### src/rtl/sd_row_feeder_pkg.sv
// Shared definitions for the sudoku row feeder.
// Holds the FSM state encoding, the grid geometry constants and the first
// digit value that is not a legal sudoku token.
package sd_row_feeder_pkg;

   typedef enum logic [1:0] {
      LOAD   = 2'd0,
      CHECK  = 2'd1,
      STREAM = 2'd2,
      WAIT   = 2'd3
   } state_t;

   localparam int GRID_N = 9;
   localparam int CELLS  = 81;

   localparam logic [3:0] ILLEGAL_TOKEN = 4'd10;

endpackage

### src/rtl/sd_row_feeder_scan.sv
// sd_row_scan: combinational inspection of one 36-bit puzzle row.
// Ports:
//   row       - nine 4-bit cells, column c in bits [4c+3:4c]
//   zero_cnt  - number of blank (0) cells in the row, 0..9
//   bad_digit - 1 when any cell holds a value above 9
module sd_row_scan
   import sd_row_feeder_pkg::*;
(
   input  logic [35:0] row,
   output logic [3:0]  zero_cnt,
   output logic        bad_digit
);

   always_comb begin
      zero_cnt  = '0;
      bad_digit = 1'b0;
      for (int c = 0; c < GRID_N; c++) begin
         if (row[c*4 +: 4] == 4'd0)
            zero_cnt = zero_cnt + 4'd1;
         if (row[c*4 +: 4] >= ILLEGAL_TOKEN)
            bad_digit = 1'b1;
      end
   end

endmodule

### src/rtl/sd_row_feeder.sv
// sd_row_feeder: collects nine puzzle rows, sanity-checks the puzzle and
// streams its 81 cells in row-major order to a sudoku solver, then waits
// for the solver's answer stream to finish before accepting a new puzzle.
// Ports:
//   clk, rst_n    - clock and asynchronous active-low reset
//   row_valid     - upstream row word valid
//   row_ready     - row accepted this cycle (only while loading)
//   row_data      - one puzzle row, column c in bits [4c+3:4c], 0 = blank
//   sd_in_valid   - cell stream valid to the solver
//   sd_in         - cell value to the solver, 0 when not valid
//   sd_out_valid  - solver answer stream valid
//   err           - one-cycle pulse when a puzzle is rejected
//   busy          - high whenever not loading rows
module sd_row_feeder
   import sd_row_feeder_pkg::*;
#(
   parameter int MAX_BLANK = 15
) (
   input  logic        clk,
   input  logic        rst_n,
   input  logic        row_valid,
   output logic        row_ready,
   input  logic [35:0] row_data,
   output logic        sd_in_valid,
   output logic [3:0]  sd_in,
   input  logic        sd_out_valid,
   output logic        err,
   output logic        busy
);

   localparam logic [3:0] LAST_ROW    = 4'(GRID_N - 1);
   localparam logic [6:0] LAST_CELL   = 7'(CELLS - 1);
   localparam logic [6:0] BLANK_LIMIT = 7'(MAX_BLANK);

   state_t      state, next_state;
   logic [3:0]  row_cnt;
   logic [6:0]  blank_cnt;
   logic        bad_flag;
   logic [6:0]  cell_cnt;
   logic [35:0] grid [GRID_N];
   logic        sd_out_prev;

   logic [3:0]  row_zeros;
   logic        row_bad;
   logic        row_accept;
   logic        reject;
   logic [GRID_N*36-1:0] grid_flat;

   sd_row_scan u_scan (
      .row       (row_data),
      .zero_cnt  (row_zeros),
      .bad_digit (row_bad)
   );

   assign row_accept = row_valid && row_ready;
   assign reject     = bad_flag || (blank_cnt == 7'd0) || (blank_cnt > BLANK_LIMIT);

   always_ff @(posedge clk or negedge rst_n) begin
      if (!rst_n)
         state <= LOAD;
      else
         state <= next_state;
   end

   always_comb begin
      next_state  = state;
      row_ready   = 1'b0;
      sd_in_valid = 1'b0;
      busy        = 1'b1;
      case (state)
         LOAD: begin
            row_ready = 1'b1;
            busy      = 1'b0;
            if (row_accept && row_cnt == LAST_ROW)
               next_state = CHECK;
         end
         CHECK: begin
            next_state = reject ? LOAD : STREAM;
         end
         STREAM: begin
            sd_in_valid = 1'b1;
            if (cell_cnt == LAST_CELL)
               next_state = WAIT;
         end
         WAIT: begin
            // Leave only on a sampled falling edge of the answer stream.
            if (sd_out_prev && !sd_out_valid)
               next_state = LOAD;
         end
         default: next_state = LOAD;
      endcase
   end

   // Rows are packed so that cell k (row-major) sits at bits [4k+3:4k],
   // since row r col c lives at 36r + 4c = 4(9r + c).
   always_comb begin
      grid_flat = '0;
      for (int r = 0; r < GRID_N; r++)
         grid_flat[r*36 +: 36] = grid[r];
   end

   assign sd_in = sd_in_valid ? grid_flat[{cell_cnt, 2'b00} +: 4] : 4'd0;

   // Row capture, blank counting and stream position. Counters are cleared
   // on leaving CHECK whichever way the puzzle goes; the grid is kept so it
   // can be streamed.
   always_ff @(posedge clk or negedge rst_n) begin
      if (!rst_n) begin
         row_cnt     <= '0;
         blank_cnt   <= '0;
         bad_flag    <= 1'b0;
         cell_cnt    <= '0;
         err         <= 1'b0;
         sd_out_prev <= 1'b0;
         for (int r = 0; r < GRID_N; r++)
            grid[r] <= '0;
      end else begin
         err         <= 1'b0;
         sd_out_prev <= (state == WAIT) && sd_out_valid;
         case (state)
            LOAD: begin
               if (row_accept) begin
                  grid[row_cnt] <= row_data;
                  blank_cnt     <= blank_cnt + {3'b000, row_zeros};
                  bad_flag      <= bad_flag | row_bad;
                  row_cnt       <= (row_cnt == LAST_ROW) ? 4'd0 : row_cnt + 4'd1;
               end
            end
            CHECK: begin
               err       <= reject;
               row_cnt   <= '0;
               blank_cnt <= '0;
               bad_flag  <= 1'b0;
            end
            STREAM: begin
               cell_cnt <= (cell_cnt == LAST_CELL) ? 7'd0 : cell_cnt + 7'd1;
            end
            default: ;
         endcase
      end
   end

endmodule
### config.mk
export PLATFORM = sky130hd
export DESIGN_NAME = sd_row_feeder
export DESIGN_NICKNAME = d
export VERILOG_FILES = /design/src/rtl/sd_row_feeder_pkg.sv /design/src/rtl/sd_row_feeder_scan.sv /design/src/rtl/sd_row_feeder.sv
export SDC_FILE = /design/constraint.sdc
export NUM_CORES = 1
export LEC_CHECK = 0
export ABC_CLOCK_PERIOD_IN_PS = 2930
export BUFFER_PORTS_ARGS = -buffer_cell sky130_fd_sc_hd__buf_2
export CAP_MARGIN = 10
export CORE_UTILIZATION = 57
export CTS_BUF_LIST = sky130_fd_sc_hd__clkbuf_16
export DETAILED_ROUTE_END_ITERATION = 8
export GPL_TIMING_DRIVEN = 1
export PLACE_DENSITY = 0.77
export RECOVER_POWER = 50
export SYNTH_ARGS = -nofsm -noshare
export SYNTH_HDL_FRONTEND = slang
export SYNTH_SLANG_ARGS = --single-unit
### constraint.sdc
create_clock -name clk -period 2.93 [get_ports clk]
set_input_delay 0.1465 -clock clk [delete_from_list [all_inputs] [get_ports clk]]
set_output_delay 0.1465 -clock clk [all_outputs]
set_load 0.02 [all_outputs]
**Yosys cells after proc, flatten, opt, wreduce, memory -nomap -nowiden**

Cells that the tools add are included.
W data, S select, Z words.

- Shift-type cells: 1
- Bitwise operators: 2
- Equality and inequality tests: 9
- Add/sub/neg operators: 11
- Multiplexer cells: 39
- $lt $le $gt $ge: 12
- Reductions and logical operators: 23

Operators by type and width:

| operator | number |
|---|---|
| $bwmux W324 | 1 |
| $shiftx A324 B10 Y4 | 1 |
| $demux W36 S4 | 1 |
| $mux W4 | 11 |
| $ge A4 B4 Y1 const B | 9 |
| $logic_not A4 Y1 | 9 |
| $mux W36 | 1 |
| $add A4 B1 Y4 const B | 8 |
| $mux W1 | 15 |
| $mux W7 | 2 |
| $pmux W7 S2 | 1 |
| $mux W2 | 4 |
| $ne A2 B2 Y1 const B | 4 |
| $pmux W2 S4 | 1 |
| $pmux W4 S2 | 1 |
| $add A7 B1 Y7 const B | 1 |
| $add A7 B4 Y7 | 1 |
| $eq A7 B7 Y1 const B | 1 |
| $gt A7 B4 Y1 const B | 1 |
| $logic_not A7 Y1 | 1 |
| $ge A5 B5 Y1 const B | 1 |
| $logic_and A1 B1 Y1 | 5 |
| $lt A5 B1 Y1 const B | 1 |
| $not A4 Y5 | 1 |
| other kinds (12) | 15 |

- Register bits after elaboration: 347
- Output and inout port bits: 8
- Word-level logic and storage cells: 113
- Input port bits: 40

**Logic depth before layout (Yosys ltp)**

Gate-level depths: netlist of run 1.

- Depth after elaboration: 21
- Mapped depth: 30
- Depth with buffers taken out: 29

**Hierarchy**

From an unflattened synthesis of run 1, not the netlist that was laid out.

- Cell total of the unflattened synthesis: 1208
- Area, all modules: 17091.4 sq um

By module, submodules not included:

| module | seq. area each (sq um) | times used | cells an instance | area an instance (sq um) |
|---|---|---|---|---|
| sd_row_feeder | 8683.3 | 1 | 1082 | 16115.5 |
| sd_row_scan | 0.0 | 1 | 126 | 975.9 |

**Worst setup path before layout of run 1**

OpenSTA, ideal clock, no wires.

- Kind: input to register
- Start point: in row_data[4]
- End point: reg blank_cnt[6]
- Library setup time: 0.134 ns
- Path buffers: 1
- Required time: 2.796 ns
- Arrival: 5.575 ns
- Slack: -2.778 ns
- Stages: 27
- Cells stage by stage: clkbuf_1 -> or4_1 -> inv_1 -> ha_1 -> inv_1 -> xnor2_1 -> ha_1 -> xnor2_1 -> xnor2_1 -> o2bb2ai_1 -> or2_2 -> inv_1 -> ha_1 -> xnor3_1 -> nor2_1 -> a221oi_4 -> ha_1 -> xnor3_1 -> a311o_1 -> nand3_1 -> a211o_1 -> xnor3_1 -> ha_1 -> a21oi_1 -> nor2_1 -> xnor2_1 -> a21oi_1

- Cells in the longest elaborated chain, start to end: 19

RTL lines:

| what | line | source |
|---|---|---|
| start: declaration | sd_row_feeder.sv:23 | `input logic [35:0] row_data,` |
| $logic_not A4 Y1 (*) | sd_row_feeder_scan.sv:18 | `if (row[c*4 +: 4] == 4'd0)` |
| $mux W4 (*) | sd_row_feeder_scan.sv:18 |  |
| $add A4 B1 Y4 | sd_row_feeder_scan.sv:19 | `zero_cnt = zero_cnt + 4'd1;` |
| $mux W4 (*) | sd_row_feeder_scan.sv:18 |  |
| $add A4 B1 Y4 | sd_row_feeder_scan.sv:19 |  |
| $mux W4 (*) | sd_row_feeder_scan.sv:18 |  |
| $add A4 B1 Y4 | sd_row_feeder_scan.sv:19 |  |
| $mux W4 (*) | sd_row_feeder_scan.sv:18 |  |
| [... 3 more ...] | -- |  |
| $mux W4 (*) | sd_row_feeder_scan.sv:18 |  |
| $add A4 B1 Y4 | sd_row_feeder_scan.sv:19 |  |
| $mux W4 (*) | sd_row_feeder_scan.sv:18 |  |
| $add A4 B1 Y4 | sd_row_feeder_scan.sv:19 |  |
| $mux W4 (*) | sd_row_feeder_scan.sv:18 |  |
| $add A7 B4 Y7 (*) | sd_row_feeder.sv:124 | `blank_cnt <= blank_cnt + {3'b000, row_zeros};` |
| $mux W7 (*) | sd_row_feeder.sv:122 | `if (row_accept) begin` |
| $pmux W7 S2 (*) | sd_row_feeder.sv:120 | `case (state)` |
| end signal: assignment | sd_row_feeder.sv:124 |  |
| end: declaration | sd_row_feeder.sv:37 | `logic [6:0] blank_cnt;` |

Every way passes the cells marked *; elsewhere a longest branch is shown, timed or not. The select of a mux whose other input is x is not followed.
A chain may end at the register's enable or synchronous reset.

**Worst setup path after layout of run 1**

Ends and elaborated chain as after synthesis.

==> results of run 1 <==
-- sequential cells by signal, indices dropped and copies added, names as in the netlist, named ones only --
register	flops
row_cnt	4
err	1
state	1
bad_flag	1
sd_out_prev	1
grid	324
cell_cnt	7
blank_cnt	7
-- path summary, 6_finish.rpt --
kind / endpoint / depth (start not counted) / slack, ns / startpoint
max: blank_cnt[6] / 30 / -1.81 / row_data[4]
min: grid[292] / 3 / 0.07 / row_data[4]
max reg2reg: grid[261] / 6 / 0.55 / state[0]
min reg2reg: bad_flag / 2 / 0.48 / bad_flag
max in group asynchronous: grid[150] / 3 / 0.45 / rst_n
min in group asynchronous: grid[245] / 2 / 0.80 / rst_n
-- routing by layer --
layer | wire length [microns] | GRT usage (%) | up-vias
met2 | 21290 | 48.59 | 436
met3 | 3033 | 5.381 | 105
met4 | 1554 | 9.284 | 0
met5 | 0 | 0 | -
li1 | - | - | 4689
met1 | 17630 | 40.13 | 5858
-- cells in the mapped netlist (all sizes together) (12+ instances only) --
| library cell | instances | area [sq um] |
|---|---|---|
| a21oi | 23 | 115.1 |
| buf | 22 | 117.6 |
| clkbuf | 83 | 311.6 |
| dfrtp | 347 | 8683 |
| ha | 19 | 237.7 |
| inv | 20 | 75.07 |
| mux2 | 329 | 3705 |
| mux2i | 33 | 334.1 |
| mux4 | 73 | 1644 |
| nand2 | 34 | 127.6 |
| nand2b | 17 | 106.4 |
| nand3 | 16 | 80.08 |
| nor2 | 17 | 63.81 |
| o211ai | 13 | 97.59 |
| o21ai | 21 | 105.1 |
| o22ai | 12 | 75.07 |
| xnor2 | 16 | 155.2 |
-- logic make-up after synthesis --
group | after synthesis
AND/OR/NAND/NOR | 129
multiplexers | 435
XOR/XNOR | 25
AO/OA/AOI/OAI | 111
flip-flops | 347
adder cells (fa/ha/maj) | 20
buffers and inverters | 125
-- area by class of cell --
class	count	area, sq um	share of cell area, %
clock inverters	30	269.0	1.332
repair buffers	198	1635	8.095
inverters	20	80.08	0.3964
clock buffers	38	950.9	4.707
multi-input cells	720	8094	40.07
flip-flops and latches	347	8691	43.02
well taps	384	480.5	2.378
-- stage by stage --
step	util, %	setup WS, ns	std cells
detailed placement	63.53	-2.248	1638
CTS	69.29	-1.677	1732
global placement	63.53	-2.104	1638
global route	69.81	-2.014	1737
floorplan	-	-2.065	1192
finish	69.81	-1.808	1737
-- worst min-delay path: stages --
cell and delay, ns:
buf_8 0.08, buf_4 0.18, mux2_2 0.16
-- report_power, final --
part	leakage [uW]	internal [uW]	total, uW	switching [uW]
Clock	0.000647	2800	4710	1910
Sequential	0.00450	6650	7690	1040
Combinational	0.00422	4330	7630	3310
Total	0.00937	13800	20000	6260
-- timing repair --
item | 4_1_cts | 5_1_grt
setup buffers | 24 | 6
endpoints found under the setup margin | 11 | 11
hold endpoints to repair | 87 | 0
cloned | 2 | 1
hold buffers | 2 | 0
gates resized for setup | 48 | 24
pin swaps | 31 | 27
==> reports/metrics.yaml, run 1 <==
finalWorstSetupSlack_ns: -1.808
synth_cells: 1192
vias_per_cell: 6.383
htreeDepth: 2
wire_per_inst_microns: 25.05
critPathBufInv: 6
cts-buffers-inserted: 38
routabilityCongestion: 0.8799
synth.mux.area_fraction_pct: 33.56
grt_pass1_vias: 11770
drc: 0
drv_slew: 89
cts_sinks: 347
antenna_cells: 0
ant_nets: 0
syn2layout_area_growth_pct: 19.31
tightest_slew_ns: 2.158
p_leak_uw: 0.009371
dr.first_iter.drc_count: 837
core_area_sq_mm: 0.02894
yosysSeqAreaShare_pct: 51.29
drtPass1Iterations: 5
grt_pass1_wl_microns: 68470
placed_area_sq_mm: 0.01838
clk_path_buf_depth: 3
drt_wl_total_microns: 43500
clockRootBuffer: "clkbuf_16"
synth-seq-cells: 347
critPathRequiredTime_ns: 3.32
synth-edff-count: 0
crit_path_end_kind: "flop"
finClkSkew_ns: 0.01377
power_uw: 20040
grt_overflow: 0
track_usage_pct: 29.57
path_class: "in -> reg"
fin_setup_tns_ns: -11.22
peakVddDrop_mv: 0.6635
floorplan.initialDensity_pct: 58.51
yosysWarnings: 0
dieArea_sq_mm: 0.03040
antenna_found_initial: 0
synthAdderAreaFrac_pct: 1.522
num_rows: 62
nFillCells: 1907
syn-num-nets: 1252
setup_viol: 11
die_w_microns: 174.4
min_path_type: "in -> reg"
synth-simple-area-share_pct: 4.330
fin_crit_sh_pct: 161.7
rsz0062_at_grt: "true"
synth.distinct_cells: 67
fin_area_sq_mm: 0.02020
io_pins: 48
grt_max_degree: 89
die-height_microns: 174.4
clk_latency_ns: 0.53
synth_xor_area_share_pct: 1.811
hold_slack_ns: 0.06938
max_freq_ghz: 0.2110
synth_top_family_by_area: "multiplexers"
crit_fanout: 3
hold_viol: 0
p_per_area_mw_per_mm2: 991.8
dominantRegCellSynth: "dfrtp_1"
avgSynthCellArea_sq_um: 14.20
maxSlewHeadroom_pct: -43.85
drv_cap: 1
vias: 11090
drive_above_1_share_pct: 52.55
min_period_ns: 4.738
critical_path.most_common_cell: "ha_4"
portBuffers: 47
cts.clk_slew.worst_paths_ns: 0.06
layout_commonest_cell: "dfrtp_1"
synth_compound_area_share_pct: 4.508
cp.arrival_ns: 5.13
synth_area_sq_mm: 0.01693
slowest_stage: "or4_4"
cts_tree: "done"
status: "complete, but fails checks"
final_cell_mix: "dfrtp_1 (345), mux2_2 (322), buf_4 (128)"
synthArstFlopShare_pct: 100.0
final_nets: 1385
dp_hpwl_microns: 27280
crit_family: "adder cells"
critPathLaunchType: "primary input"
violations: "max-capacitance violations, max-slew violations, negative setup slack"
max_stage_delay_ns: 0.56
Power figures use the tool's default switching activity.
==> run 2: changes to the inputs <==
- ABC_AREA: default -> 1
- ABC_CLOCK_PERIOD_IN_PS: 2930 -> default
==> reports/metrics.yaml, run 2 <==
status: "complete, but fails checks"
violations: "max-capacitance violations, max-slew violations, negative setup slack"
synth_xor_area_share_pct: 0.2623
synth_compound_area_share_pct: 20.46
synth-seq-cells: 347
dieArea_sq_mm: 0.02998
rsz0062_at_grt: "true"
routabilityCongestion: 0.9266
portBuffers: 47
max_stage_delay_ns: 0.34
setup_viol: 7
largestRegisters: "grid x324, blank_cnt x7, cell_cnt x7"
synth.most_common_cell: "o21ai_0"
vias: 15670
synthArstFlopShare_pct: 100.0
cts_tree: "done"
grt_overflow: 0
synth_common_cells: "o21ai_0 (500), nand2_1 (489), dfrtp_1 (347), nor2_1 (201), clkbuf_1 (124)"
wire_per_inst_microns: 20.17
cts-buffers-inserted: 37
drtPass1Iterations: 6
dominantRegCellSynth: "dfrtp_1"
drc: 0
p_leak_uw: 0.009240
clk_path_buf_depth: 3
grt_pass1_vias: 15060
grt_max_degree: 84
floorplan.initialDensity_pct: 58.02
syn2layout_area_growth_pct: 20.38
max_freq_ghz: 0.2353
htreeDepth: 2
drv_slew: 84
clk_latency_ns: 0.53
min_period_ns: 4.249
peakVddDrop_mv: 0.7182
grt_pass1_wl_microns: 79990
drt_wl_total_microns: 51650
vias_per_cell: 6.119
synth_cells: 2038
dp_hpwl_microns: 29820
regMostFlops: "grid"
synth.distinct_cells: 45
drive_above_1_share_pct: 17.46
io_pins: 48
drv_cap: 1
synth_largest_area_cell: "dfrtp_1"
min_path_type: "in -> reg"
synth_area_sq_mm: 0.01670
synth-edff-count: 0
antenna_found_initial: 0
maxSlewHeadroom_pct: -44.63
fin_setup_tns_ns: -6.597
core_area_sq_mm: 0.02878
cts.clk_slew.worst_paths_ns: 0.06
min_from: "row_valid"
nFillCells: 2147
die-height_microns: 173.2
num_rows: 62
crit_start: "row_data[2]"
cp.arrival_ns: 4.72
yosys.area.top_type_share_pct: 52.00
die_w_microns: 173.2
antenna_cells: 0
synth-simple-area-share_pct: 20.49
syn-num-nets: 2098
pre_cts_ws_ns: -2.021
cts_sinks: 347
yosysWarnings: 0
yosysSeqAreaShare_pct: 52.00
synth_top_family_by_area: "simple AND/OR/NAND/NOR gates"
synth.mux.area_fraction_pct: 0
reg2reg_slack_ns: 0.84
critPathLaunchType: "primary input"
final_cell_mix: "o21ai_0 (491), nand2_1 (478), dfrtp_1 (345)"
synthAdderAreaFrac_pct: 1.544
hold_viol: 0
synth.area.top_cells: "dfrtp_1 (52%), o21ai_0 (15%), nand2_1 (11%)"
path_class: "in -> reg"
tightest_slew_ns: 2.169
final_cells: 2561
crit_path_end_kind: "flop"
clockRootBuffer: "clkbuf_16"
crit_fanout: 3
avgSynthCellArea_sq_um: 8.193
track_usage_pct: 33.69
layout_commonest_cell: "o21ai_0"
finalWorstSetupSlack_ns: -1.319
finClkSkew_ns: 0.01151
critPathRequiredTime_ns: 3.40
largest_reg_flops: 324
ant_nets: 0
power_uw: 19850
p_per_area_mw_per_mm2: 987.7
slowest_stage: "nor4_4"
fin_crit_sh_pct: 145.0
placed_cells: 2454
dr.first_iter.drc_count: 1829
final_nets: 2209
[run 2: changes by cell type after synthesis, moves of 66 or more]
cell     before  now
o21ai_0      20  500
nand2_1      34  489
mux2_2      324    0
nor2_1       17  201
mux4_2       73    0
o22ai_1      12   84
inv_1        19   85
[run 2: metal layers]
layer	up-vias	share of wire (%)	track usage, %
met5	-	0	0
met4	0	4.6	15.41
met3	184	11	6.201
met2	929	46	53.68
met1	7486	39	45.14
li1	7071	-	-
[run 2: final timing paths]
check                                to  cells past startpoint
min in group asynchronous     grid[218]                      2
max                        blank_cnt[6]                     35
min                        blank_cnt[3]                      3
max in group asynchronous   cell_cnt[0]                      2
min reg2reg                    grid[64]                      2
max reg2reg                   grid[131]                      6
[run 2: cell families (layout without fill, tap and decap cells)]
| logic type | count (synthesis) | after routing |
|---|---|---|
| and+or+nand+nor | 798 | 798 |
| DFF | 347 | 347 |
| xor gates and xnor gates | 5 | 5 |
| buffers and inverters | 228 | 367 |
| AOI/OAI and AO/OA | 640 | 640 |
| adders and majority gates | 20 | 20 |
[run 2: timing repair]
item | in CTS | in global routing
hold endpoints to repair | 79 | 0
endpoints found under the setup margin | 10 | 10
gates resized for setup | 37 | 51
buffers inserted | 15 | 12
pin swaps | 12 | 18
gates cloned | 4 | 7
hold buffers | 2 | 0
[run 2: through the flow]
stage | hold WS [ns] | instance area [sq um] | utilization (%)
after floorplan | -0.1491 | 16800 | -
after global placement | 0.1906 | 18060 | 62.74
after detailed placement | 0.1933 | 18060 | 62.74
after CTS | 0.02327 | 19660 | 68.31
after global routing | 0.07279 | 20100 | 69.84
final | 0.03059 | 20100 | 69.84
[run 2: layout make-up]
| class | instances | area (sq um) | area share, % |
|---|---|---|---|
| Tap cell | 384 | 480.5 | 2.390 |
| Clock inverter | 28 | 205.2 | 1.021 |
| Timing Repair Buffer | 207 | 1862 | 9.262 |
| Multi-Input combinational cell | 1463 | 7517 | 37.40 |
| Clock buffer | 39 | 975.9 | 4.855 |
| Sequential cell | 347 | 8688 | 43.22 |
| Inverter | 93 | 371.6 | 1.849 |
[run 2: critical path, delay by kind of cell]
| kind | cells | cell delay [ns] |
|---|---|---|
| and+or+nand+nor | 18 | 2.04 |
| AOI/OAI and AO/OA | 4 | 0.63 |
| buffers and inverters | 7 | 0.51 |
| adders and majority gates | 6 | 1.39 |
[run 2: where the power goes]
part / switching (uW) / internal, uW
combinational: 4880 / 3020
clock: 1950 / 2670
sequential: 929 / 6400
total: 7760 / 12100
